<file path="src/rtl/palindrome_scan_sched_if.sv">
// Bundles the requester-side and result-side handshakes of the shared
// palindrome window detector. Clock and reset stay outside the bundle.
interface palindrome_scan_sched_if #(
   parameter int unsigned NUM_REQ = 4,
   parameter int unsigned WORD_W  = 8
);
   localparam int unsigned ID_W  = $clog2(NUM_REQ);
   localparam int unsigned HIT_W = $clog2(WORD_W - 1);

   // requester side
   logic [NUM_REQ-1:0]        req_valid_i;
   logic [NUM_REQ*WORD_W-1:0] req_word_i;
   logic [NUM_REQ-1:0]        req_ready_o;
   logic                      flush_i;

   // result side
   logic                      res_valid_o;
   logic                      res_ready_i;
   logic [ID_W-1:0]           res_id_o;
   logic [WORD_W-3:0]         res_mask_o;
   logic [HIT_W-1:0]          res_hits_o;
   logic                      busy_o;

   // producers/consumer drive the inputs
   modport master (
      output req_valid_i, req_word_i, flush_i, res_ready_i,
      input  req_ready_o, res_valid_o, res_id_o, res_mask_o, res_hits_o, busy_o
   );

   // the scheduler
   modport slave (
      input  req_valid_i, req_word_i, flush_i, res_ready_i,
      output req_ready_o, res_valid_o, res_id_o, res_mask_o, res_hits_o, busy_o
   );
endinterface

</file>
<file path="src/rtl/palindrome_scan_sched.sv">
// Shares one serial 3-bit palindrome window detector between NUM_REQ
// requesters. A round-robin arbiter accepts one word, the word is shifted
// MSB-first through the window one bit per cycle, and a hit mask plus hit
// count is returned tagged with the owning requester ID.
module palindrome_scan_sched #(
   parameter int unsigned NUM_REQ = 4,
   parameter int unsigned WORD_W  = 8
) (
   input logic                    clk,
   input logic                    reset,
   palindrome_scan_sched_if.slave bus
);
   localparam int unsigned ID_W   = $clog2(NUM_REQ);
   localparam int unsigned HIT_W  = $clog2(WORD_W - 1);
   localparam int unsigned K_W    = $clog2(WORD_W);
   localparam int unsigned MASK_W = WORD_W - 2;

   localparam logic [1:0] S_IDLE   = 2'd0;
   localparam logic [1:0] S_SHIFT  = 2'd1;
   localparam logic [1:0] S_REPORT = 2'd2;

   logic [1:0]        state_q, state_d;
   logic [WORD_W-1:0] word_q,  word_d;
   logic [ID_W-1:0]   id_q,    id_d;
   logic [ID_W-1:0]   rr_q,    rr_d;
   logic [K_W-1:0]    k_q,     k_d;
   logic [1:0]        win_q,   win_d;
   logic [MASK_W-1:0] mask_q,  mask_d;
   logic [HIT_W-1:0]  hits_q,  hits_d;

   logic              gnt_found;
   logic [ID_W-1:0]   gnt_idx;
   logic [WORD_W-1:0] gnt_word;
   logic              cur_bit;
   logic              cmp_en;
   logic              match;
   logic              accept;

   // Round-robin search: first valid requester after the rr pointer, wrapping.
   always_comb begin
      logic [ID_W-1:0] cand;
      gnt_found = 1'b0;
      gnt_idx   = '0;
      cand      = '0;
      for (int unsigned i = 1; i <= NUM_REQ; i++) begin
         cand = ID_W'((32'(rr_q) + i) % NUM_REQ);
         if (!gnt_found && bus.req_valid_i[cand]) begin
            gnt_found = 1'b1;
            gnt_idx   = cand;
         end
      end
   end

   // Select the granted requester's word from the flat word bus.
   always_comb begin
      gnt_word = '0;
      for (int unsigned r = 0; r < NUM_REQ; r++) begin
         if (ID_W'(r) == gnt_idx) begin
            gnt_word = bus.req_word_i[r*WORD_W +: WORD_W];
         end
      end
   end

   // A grant is taken only in IDLE, never during flush or while reset is held.
   assign accept = (state_q == S_IDLE) && gnt_found && !bus.flush_i && !reset;

   // One-hot accept strobe for the granted requester.
   always_comb begin
      bus.req_ready_o = '0;
      if (accept) begin
         bus.req_ready_o[gnt_idx] = 1'b1;
      end
   end

   // The newest window position is the incoming bit itself, so only the two
   // older positions are stored: win_q[0] = word[k+1], win_q[1] = word[k+2].
   assign cur_bit = word_q[k_q];
   assign cmp_en  = 32'(k_q) < MASK_W;
   assign match   = (win_q[1] == cur_bit);

   // Next-state logic for the IDLE / SHIFT / REPORT controller.
   always_comb begin
      state_d = state_q;
      word_d  = word_q;
      id_d    = id_q;
      rr_d    = rr_q;
      k_d     = k_q;
      win_d   = win_q;
      mask_d  = mask_q;
      hits_d  = hits_q;

      if (bus.flush_i) begin
         // Abort: in-flight word and partial result are discarded, rr kept.
         state_d = S_IDLE;
      end else begin
         case (state_q)
            S_IDLE: begin
               if (accept) begin
                  word_d  = gnt_word;
                  id_d    = gnt_idx;
                  rr_d    = gnt_idx;
                  k_d     = K_W'(WORD_W - 1);
                  win_d   = '0;
                  mask_d  = '0;
                  hits_d  = '0;
                  state_d = S_SHIFT;
               end
            end
            S_SHIFT: begin
               win_d = {win_q[0], cur_bit};
               if (cmp_en) begin
                  for (int unsigned j = 0; j < MASK_W; j++) begin
                     if (K_W'(j) == k_q) begin
                        mask_d[j] = match;
                     end
                  end
                  if (match) begin
                     hits_d = hits_q + HIT_W'(1);
                  end
               end
               if (k_q == '0) begin
                  state_d = S_REPORT;
               end else begin
                  k_d = k_q - K_W'(1);
               end
            end
            S_REPORT: begin
               if (bus.res_ready_i) begin
                  state_d = S_IDLE;
               end
            end
            default: state_d = S_IDLE;
         endcase
      end
   end

   // State and datapath registers with asynchronous active-high reset.
   always_ff @(posedge clk or posedge reset) begin
      if (reset) begin
         state_q <= S_IDLE;
         word_q  <= '0;
         id_q    <= '0;
         rr_q    <= ID_W'(NUM_REQ - 1);
         k_q     <= '0;
         win_q   <= '0;
         mask_q  <= '0;
         hits_q  <= '0;
      end else begin
         state_q <= state_d;
         word_q  <= word_d;
         id_q    <= id_d;
         rr_q    <= rr_d;
         k_q     <= k_d;
         win_q   <= win_d;
         mask_q  <= mask_d;
         hits_q  <= hits_d;
      end
   end

   assign bus.res_valid_o = (state_q == S_REPORT);
   assign bus.res_id_o    = id_q;
   assign bus.res_mask_o  = mask_q;
   assign bus.res_hits_o  = hits_q;
   assign bus.busy_o      = (state_q != S_IDLE);

endmodule

</file>
<file path="src/flat_wrapper.sv">
// flat-port wrapper written by rule: the top's interface ports become plain ports
module palindrome_scan_sched_flat 
#(
   parameter int unsigned NUM_REQ = 4,
   parameter int unsigned WORD_W  = 8
)
  (clk, reset, bus_req_valid_i, bus_req_word_i, bus_flush_i, bus_res_ready_i, bus_req_ready_o, bus_res_valid_o, bus_res_id_o, bus_res_mask_o, bus_res_hits_o, bus_busy_o);
  palindrome_scan_sched_if #(.NUM_REQ(NUM_REQ), .WORD_W(WORD_W)) bus_i ();
  input logic clk;
  input logic reset;
  input wire logic [$bits(bus_i.req_valid_i)-1:0] bus_req_valid_i;
  input wire logic [$bits(bus_i.req_word_i)-1:0] bus_req_word_i;
  input wire logic [$bits(bus_i.flush_i)-1:0] bus_flush_i;
  input wire logic [$bits(bus_i.res_ready_i)-1:0] bus_res_ready_i;
  output wire logic [$bits(bus_i.req_ready_o)-1:0] bus_req_ready_o;
  output wire logic [$bits(bus_i.res_valid_o)-1:0] bus_res_valid_o;
  output wire logic [$bits(bus_i.res_id_o)-1:0] bus_res_id_o;
  output wire logic [$bits(bus_i.res_mask_o)-1:0] bus_res_mask_o;
  output wire logic [$bits(bus_i.res_hits_o)-1:0] bus_res_hits_o;
  output wire logic [$bits(bus_i.busy_o)-1:0] bus_busy_o;
  assign bus_i.req_valid_i = bus_req_valid_i;
  assign bus_i.req_word_i = bus_req_word_i;
  assign bus_i.flush_i = bus_flush_i;
  assign bus_i.res_ready_i = bus_res_ready_i;
  assign bus_req_ready_o = bus_i.req_ready_o;
  assign bus_res_valid_o = bus_i.res_valid_o;
  assign bus_res_id_o = bus_i.res_id_o;
  assign bus_res_mask_o = bus_i.res_mask_o;
  assign bus_res_hits_o = bus_i.res_hits_o;
  assign bus_busy_o = bus_i.busy_o;
  palindrome_scan_sched #(.NUM_REQ(NUM_REQ), .WORD_W(WORD_W)) u_core (.clk(clk), .reset(reset), .bus(bus_i));
endmodule
</file>
<file path="config.mk">
export PLATFORM = sky130hd
export DESIGN_NAME = palindrome_scan_sched_flat
export DESIGN_NICKNAME = d
export VERILOG_FILES = /design/src/rtl/palindrome_scan_sched_if.sv /design/src/rtl/palindrome_scan_sched.sv /design/src/flat_wrapper.sv
export SDC_FILE = /design/constraint.sdc
export NUM_CORES = 1
export LEC_CHECK = 0
export BUFFER_PORTS_ARGS = -buffer_cell sky130_fd_sc_hd__buf_2
export CAP_MARGIN = 20
export CORE_AREA = 3 3 62 64
export DETAILED_ROUTE_END_ITERATION = 10
export DIE_AREA = 0 0 65 67
export GPL_TIMING_DRIVEN = 0
export PLACE_DENSITY = 0.83
export SKIP_CTS_REPAIR_TIMING = 1
export SLEW_MARGIN = 15
export SYNTH_ARGS = -nofsm -noshare
export SYNTH_HDL_FRONTEND = slang
export SYNTH_SLANG_ARGS = --single-unit
export TNS_END_PERCENT = 1
</file>
<file path="constraint.sdc">
create_clock -name clk -period 4.8 [get_ports clk]
set_input_delay 0.48 -clock clk [delete_from_list [all_inputs] [get_ports clk]]
set_output_delay 0.48 -clock clk [all_outputs]
set_load 0.01 [all_outputs]
</file>
**After elaboration in Yosys (flattened, before gate mapping)**

Index checks and enable logic that the tools add are counted.

- Bits in registers: 28
- Logic and storage cells: 128

- $add $sub $neg: 6
- Magnitude comparators: 8
- Equality and inequality tests: 24
- Mux-type cells: 48
- Bitwise logic cells: 1
- Reduce and logical (&&, ||, !) cells: 28

Operators with widths:

| kind | count |
|---|---|
| $reduce_and 5->1 | 7 |
| $mux 8 | 4 |
| $mux 2 | 9 |
| $ne 2x1->1 const B | 9 |
| $mux 1 | 16 |
| $lt 2x3->1 const B | 5 |
| $mux 3 | 5 |
| $mux 6 | 2 |
| $pmux 3 s2 | 2 |
| $pmux 6 s2 | 1 |
| $reduce_and 3->1 | 3 |
| $bmux 1 s2 | 4 |
| $logic_and 1x1->1 | 7 |
| $eq 2x3->1 const A | 2 |
| $eq 3x3->1 const A | 2 |
| $ne 3x2->1 const B | 2 |
| $pmux 2 s3 | 1 |
| $logic_not 1->1 | 5 |
| $add 2x1->2 const B | 2 |
| $add 2x2->2 const B | 2 |
| $eq 2x2->1 const A | 2 |
| $logic_not 2->1 | 2 |
| $lt 3x4->1 const B | 1 |
| $mux 4 | 1 |
| 18 further kinds | 19 |

**Depth between registers and ports, before layout**

- Word-level depth: 19
- Depth in mapped cells: 7
- Gate-level depth less buffers: 6

**Least setup slack after synthesis**

OpenSTA, ideal clock, no wires.

- Path type: input port to output port
- From: input bus_req_valid_i[2]
- To: output bus_req_ready_o[3]
- Data arrival time: 1632 ps
- Setup slack: 2688 ps
- Stages: 6
- Path through: nor2_1 -> a21o_1 -> or3_4 -> or2_4 -> buf_6 -> nor2_2

- Cells in the longest elaborated chain, start to end: 17

Ends and longest elaborated chain:

| what | RTL line | source |
|---|---|---|
| start: declaration | flat_wrapper.sv:11 | `input wire logic [$bits(bus_i.req_valid_i)-1:0] bus_req_valid_i;` |
| $bmux 1 s2 | palindrome_scan_sched.sv:47 | `if (!gnt_found && bus.req_valid_i[cand]) begin` |
| $mux 1 (implied by the code) | palindrome_scan_sched.sv:47 |  |
| $mux 1 | palindrome_scan_sched.sv:47 |  |
| $logic_not 1->1 | palindrome_scan_sched.sv:47 |  |
| $logic_and 1x1->1 | palindrome_scan_sched.sv:47 |  |
| $mux 1 | palindrome_scan_sched.sv:47 |  |
| $logic_not 1->1 | palindrome_scan_sched.sv:47 |  |
| $logic_and 1x1->1 | palindrome_scan_sched.sv:47 |  |
| $mux 1 | palindrome_scan_sched.sv:47 |  |
| $logic_not 1->1 | palindrome_scan_sched.sv:47 |  |
| $logic_and 1x1->1 | palindrome_scan_sched.sv:47 |  |
| $mux 2 | palindrome_scan_sched.sv:47 |  |
| $lt 2x3->1 (implied by the code) or $ge 2x1->1 (tied branches) | palindrome_scan_sched.sv:71 | `bus.req_ready_o[gnt_idx] = 1'b1;` |
| $logic_and 1x1->1 (implied by the code) | palindrome_scan_sched.sv:71 |  |
| $mux 1 (implied by the code) | palindrome_scan_sched.sv:71 |  |
| $demux 1 s2 | n/a |  |
| $mux 4 (*) | palindrome_scan_sched.sv:70 | `if (accept) begin` |
| end: declaration | flat_wrapper.sv:15 | `output wire logic [$bits(bus_i.req_ready_o)-1:0] bus_req_ready_o;` |

Mark *: on every way between the ends. The rest lies on a longest branch, timed or not. The select of a mux whose other input is x is not followed.

**Worst setup path in the final report**

- From: register u_core.rr_q[1]
- To: output bus_req_ready_o[0]

- Cells in the longest elaborated chain, start to end: 18

Ends and longest elaborated chain:

| what | RTL line | source |
|---|---|---|
| start: declaration | palindrome_scan_sched.sv:25 | `logic [ID_W-1:0] rr_q, rr_d;` |
| start signal: assignment | palindrome_scan_sched.sv:143 | `rr_q <= ID_W'(NUM_REQ - 1);` |
| start signal: assignment | palindrome_scan_sched.sv:152 | `rr_q <= rr_d;` |
| $add 2x1->2 | palindrome_scan_sched.sv:46 | `cand = ID_W'((32'(rr_q) + i) % NUM_REQ);` |
| $bmux 1 s2 | palindrome_scan_sched.sv:47 |  |
| $mux 1 (implied by the code) | palindrome_scan_sched.sv:47 |  |
| $mux 1 | palindrome_scan_sched.sv:47 |  |
| $logic_not 1->1 | palindrome_scan_sched.sv:47 |  |
| $logic_and 1x1->1 | palindrome_scan_sched.sv:47 |  |
| $mux 1 | palindrome_scan_sched.sv:47 |  |
| $logic_not 1->1 | palindrome_scan_sched.sv:47 |  |
| (+2 left out) | n/a |  |
| $logic_not 1->1 | palindrome_scan_sched.sv:47 |  |
| $logic_and 1x1->1 | palindrome_scan_sched.sv:47 |  |
| $mux 2 | palindrome_scan_sched.sv:47 |  |
| $lt 2x3->1 (implied by the code) or $ge 2x1->1 (tied branches) | palindrome_scan_sched.sv:71 |  |
| $logic_and 1x1->1 (implied by the code) | palindrome_scan_sched.sv:71 |  |
| $mux 1 (implied by the code) | palindrome_scan_sched.sv:71 |  |
| $demux 1 s2 | n/a |  |
| $mux 4 (*) | palindrome_scan_sched.sv:70 |  |

Marked as above.

==> impl_metrics.csv <==
group,metric,value,unit
die,coreArea,3340,µm²
sta,tightest_slew,0.488,ns
detailed_routing,ant_nets,0,
die,die_h,67,µm
grt,grt-ovfl-total,0,
grt,grt_pass1_vias,1525,
synthesis,ys_async_sr_fraction,100,%
finish,final_cells,289,
synthesis,synth_warnings,0,
clock_tree,cts_buffers,3,
sta,fmax,385,MHz
die,die_area,4360,µm²
sta,min_period_over_period,54.1,%
grt,grt_antenna_before_repair,0,
sta,tns,0,ns
sta,slew_headroom,67.3,%
clock_tree,cts_buffer_depth,2,
synthesis,synth-edff-count,0,
setup_path,startpoint_type,"register",
grt,grt_pass1_wl,6640,µm
run_status,outcome,"complete, no violations",
synthesis,yosysTopAreaCell,"dfrtp_1",
detailed_routing,vias,1568,
sta,hold_viol,0,
synthesis,synth_seq_cells,28,
synthesis,mappedNetlistArea,1820,µm²
sta,setup_violations,0,
synthesis,synth_top_area_share,35.7,%
min_path,hp-class,"primary input to async pin",
setup_path,r2r_start,"u_core.rr_q[1]$_DFFE_PP1P_",
synthesis,synth_nets,228,
clock_tree,cts-root-buf,"clkbuf_4",
die,initial_core_util,54.6,%
sta,final.setup_skew,0.00306,ns
clock_tree,cts.clk_slew.worst_paths,0.15,ns
die,io_pins,57,
power,vdd_ir_drop_max,0.000187,V
setup_path,cp_max_fo,10,
placement,gp_congestion,0.800,
placement,placed_cells,284,
sta,period_needed,2.60,ns
setup_path,cp.required,4.32,ns
run,cap_violations,0,
detailed_routing,drt_iter0_markers,66,
synthesis,yosysUniqueCellTypes,45,
finish,multiInputGateArea,1040,µm²
detailed_routing,wire_per_inst,13.8,µm
placement,dp_hpwl,3110,µm
setup_path,r2r_slack,2.81,ns
synthesis,yosysSeqAreaShare,38.6,%
placement,numPortBuffers,56,
finish,antenna_cells,0,
synthesis,netlist_instances,182,
finish,nFillCells,274,
finish,num-nets-final,290,
finish,drive_gt1_share,37.9,%
grt,grtUsageTotal,19.7,%
grt,grt_max_degree,29,
detailed_routing,firstDrtPassIters,4,
synthesis,avgSynthCellArea,10.0,µm²
setup_path,worst_r2r_path_depth,7,
synthesis,synth_flop_cell,"dfrtp_1",
detailed_routing,via_per_inst,5.43,
finish,synthToLayoutAreaGrowth,22.9,%
clock_tree,cts_tree,"yes",
setup_path,r2r-end,"u_core.word_q[5]$_DFFE_PP0P_",
detailed_routing,drc,0,
synthesis,synthTopCellsByArea,"dfrtp_1 (36%), mux2i_1 (12%), o221ai_2 (5.8%)",
placement,place_ws,2.41,ns
die,dieWidth,65,µm
power,p_per_area,380,nW/µm²
sta,setup_ws,2.20,ns
sta,rsz0062_at_grt,"no",
setup_path,critical_path_class,"register to output pin",
sta,whs,0.0951,ns
power,leakage,0.00118,µW
finish,regArea,703,µm²
clock_tree,clkSinkCount,28,
detailed_routing,wl,3990,µm
setup_path,crit_path_end_kind,"output pin",
clock_tree,clk_latency,0.35,ns
die,rows,21,
setup_path,arrival,2.12,ns
sta,drv_slew,0,
clock_tree,h-tree-depth,1,
[cell families (layout without fill, tap and decap cells)]
family / count (synthesis) / after routing / synth area share, %
compound gates: 40 / 40 / 18.8
buf+inv: 17 / 78 / 4.46
flops: 28 / 28 / 38.6
simple gates: 63 / 63 / 18.2
mux: 28 / 28 / 15.8
fa+ha+maj: 6 / 6 / 4.12
[report_power, final]
part           switching, µW  internal [µW]  leakage, µW  total, µW
combinational            178            162     0.000801        340
sequential              43.1            307     0.000348        350
clock                   75.3           84.7    0.0000279        160
[Yosys cell counts, types with 2 or more instances]
cell type	number
nor2_1	9
nand2_1	23
nor2b_1	7
a32o_1	2
and3_1	2
dfstp_2	2
inv_1	7
nor2_2	2
dfrtp_1	26
mux2_2	6
a22oi_2	2
o211ai_1	2
o221ai_2	7
and2_1	5
ha_1	6
a21o_1	3
a21oi_1	9
clkbuf_1	3
buf_2	5
nand3b_1	2
o21ai_0	6
mux2i_1	22
nor3_1	2
[cells in the final DEF, fill, tap and decap left out, types with 3 or more instances in the layout]
master and count:
nor2b_1 7, o21ai_0 6, inv_1 6, mux2i_1 22
mux2_2 6, and2_1 5, dfrtp_1 26, buf_2 61
clkbuf_4 3, clkbuf_1 3, a21oi_1 9, nor2_1 9
a21o_1 3, nand2_1 23, ha_1 6, o221ai_2 7
[critical path: stages (launching register included)]
cell	delay, ns
dfstp_2	0.54
buf_2	0.17
nand2_1	0.07
a21oi_1	0.15
o221a_2	0.26
buf_2	0.28
and3_1	0.19
buf_2	0.12
[layer usage]
metal	routed length [µm]	global-route usage [%]	vias up
met5	0	0	-
met4	53	7.12	0
met3	167	3.04	5
met2	2060	35.8	27
met1	1720	23.4	760
li1	-	-	776
[how the worst max path moves through the flow]
stage,from,endpoint,slack [ns],cells past startpoint
final,u_core.rr_q[1]$_DFFE_PP1P_,bus_req_ready_o[0],2.20,7
after global routing,u_core.rr_q[1]$_DFFE_PP1P_,bus_req_ready_o[0],2.05,7
after CTS,u_core.rr_q[1]$_DFFE_PP1P_,bus_req_ready_o[0],2.19,7
after detailed placement,bus_req_valid_i[3],bus_req_ready_o[3],2.41,8
after global placement,bus_req_valid_i[3],bus_req_ready_o[3],2.43,8
after floorplan,bus_req_valid_i[2],bus_req_ready_o[3],2.69,6
[sequential cells by signal, indices dropped and copies added (netlist names)]
register and cells:
u_core.word_q 8, u_core.bus.res_mask_o 6, u_core.bus.res_hits_o 3, u_core.k_q 3
u_core.bus.res_id_o 2, u_core.rr_q 2, u_core.state_q 2, u_core.win_q 2
[stage by stage]
stage	instance area [µm²]	util, %	total power, µW
global placement	2160	64.7	682
detailed placement	2160	64.7	694
floorplan	1820	-	593
CTS	2210	66.3	853
finish	2240	67.1	850
global route	2240	67.1	910
[layout make-up]
type                    count  share of cell area (%)
plain buffers              10                    2.46
clock buffers               3                    1.01
clock inverters             1                    1.34
inverters                   7                    1.17
multi-input cells         137                    46.3
flip-flops and latches     28                    31.4
well taps                  46                    2.57
repair buffers             57                    13.7
(Power assumes the default switching activity.)
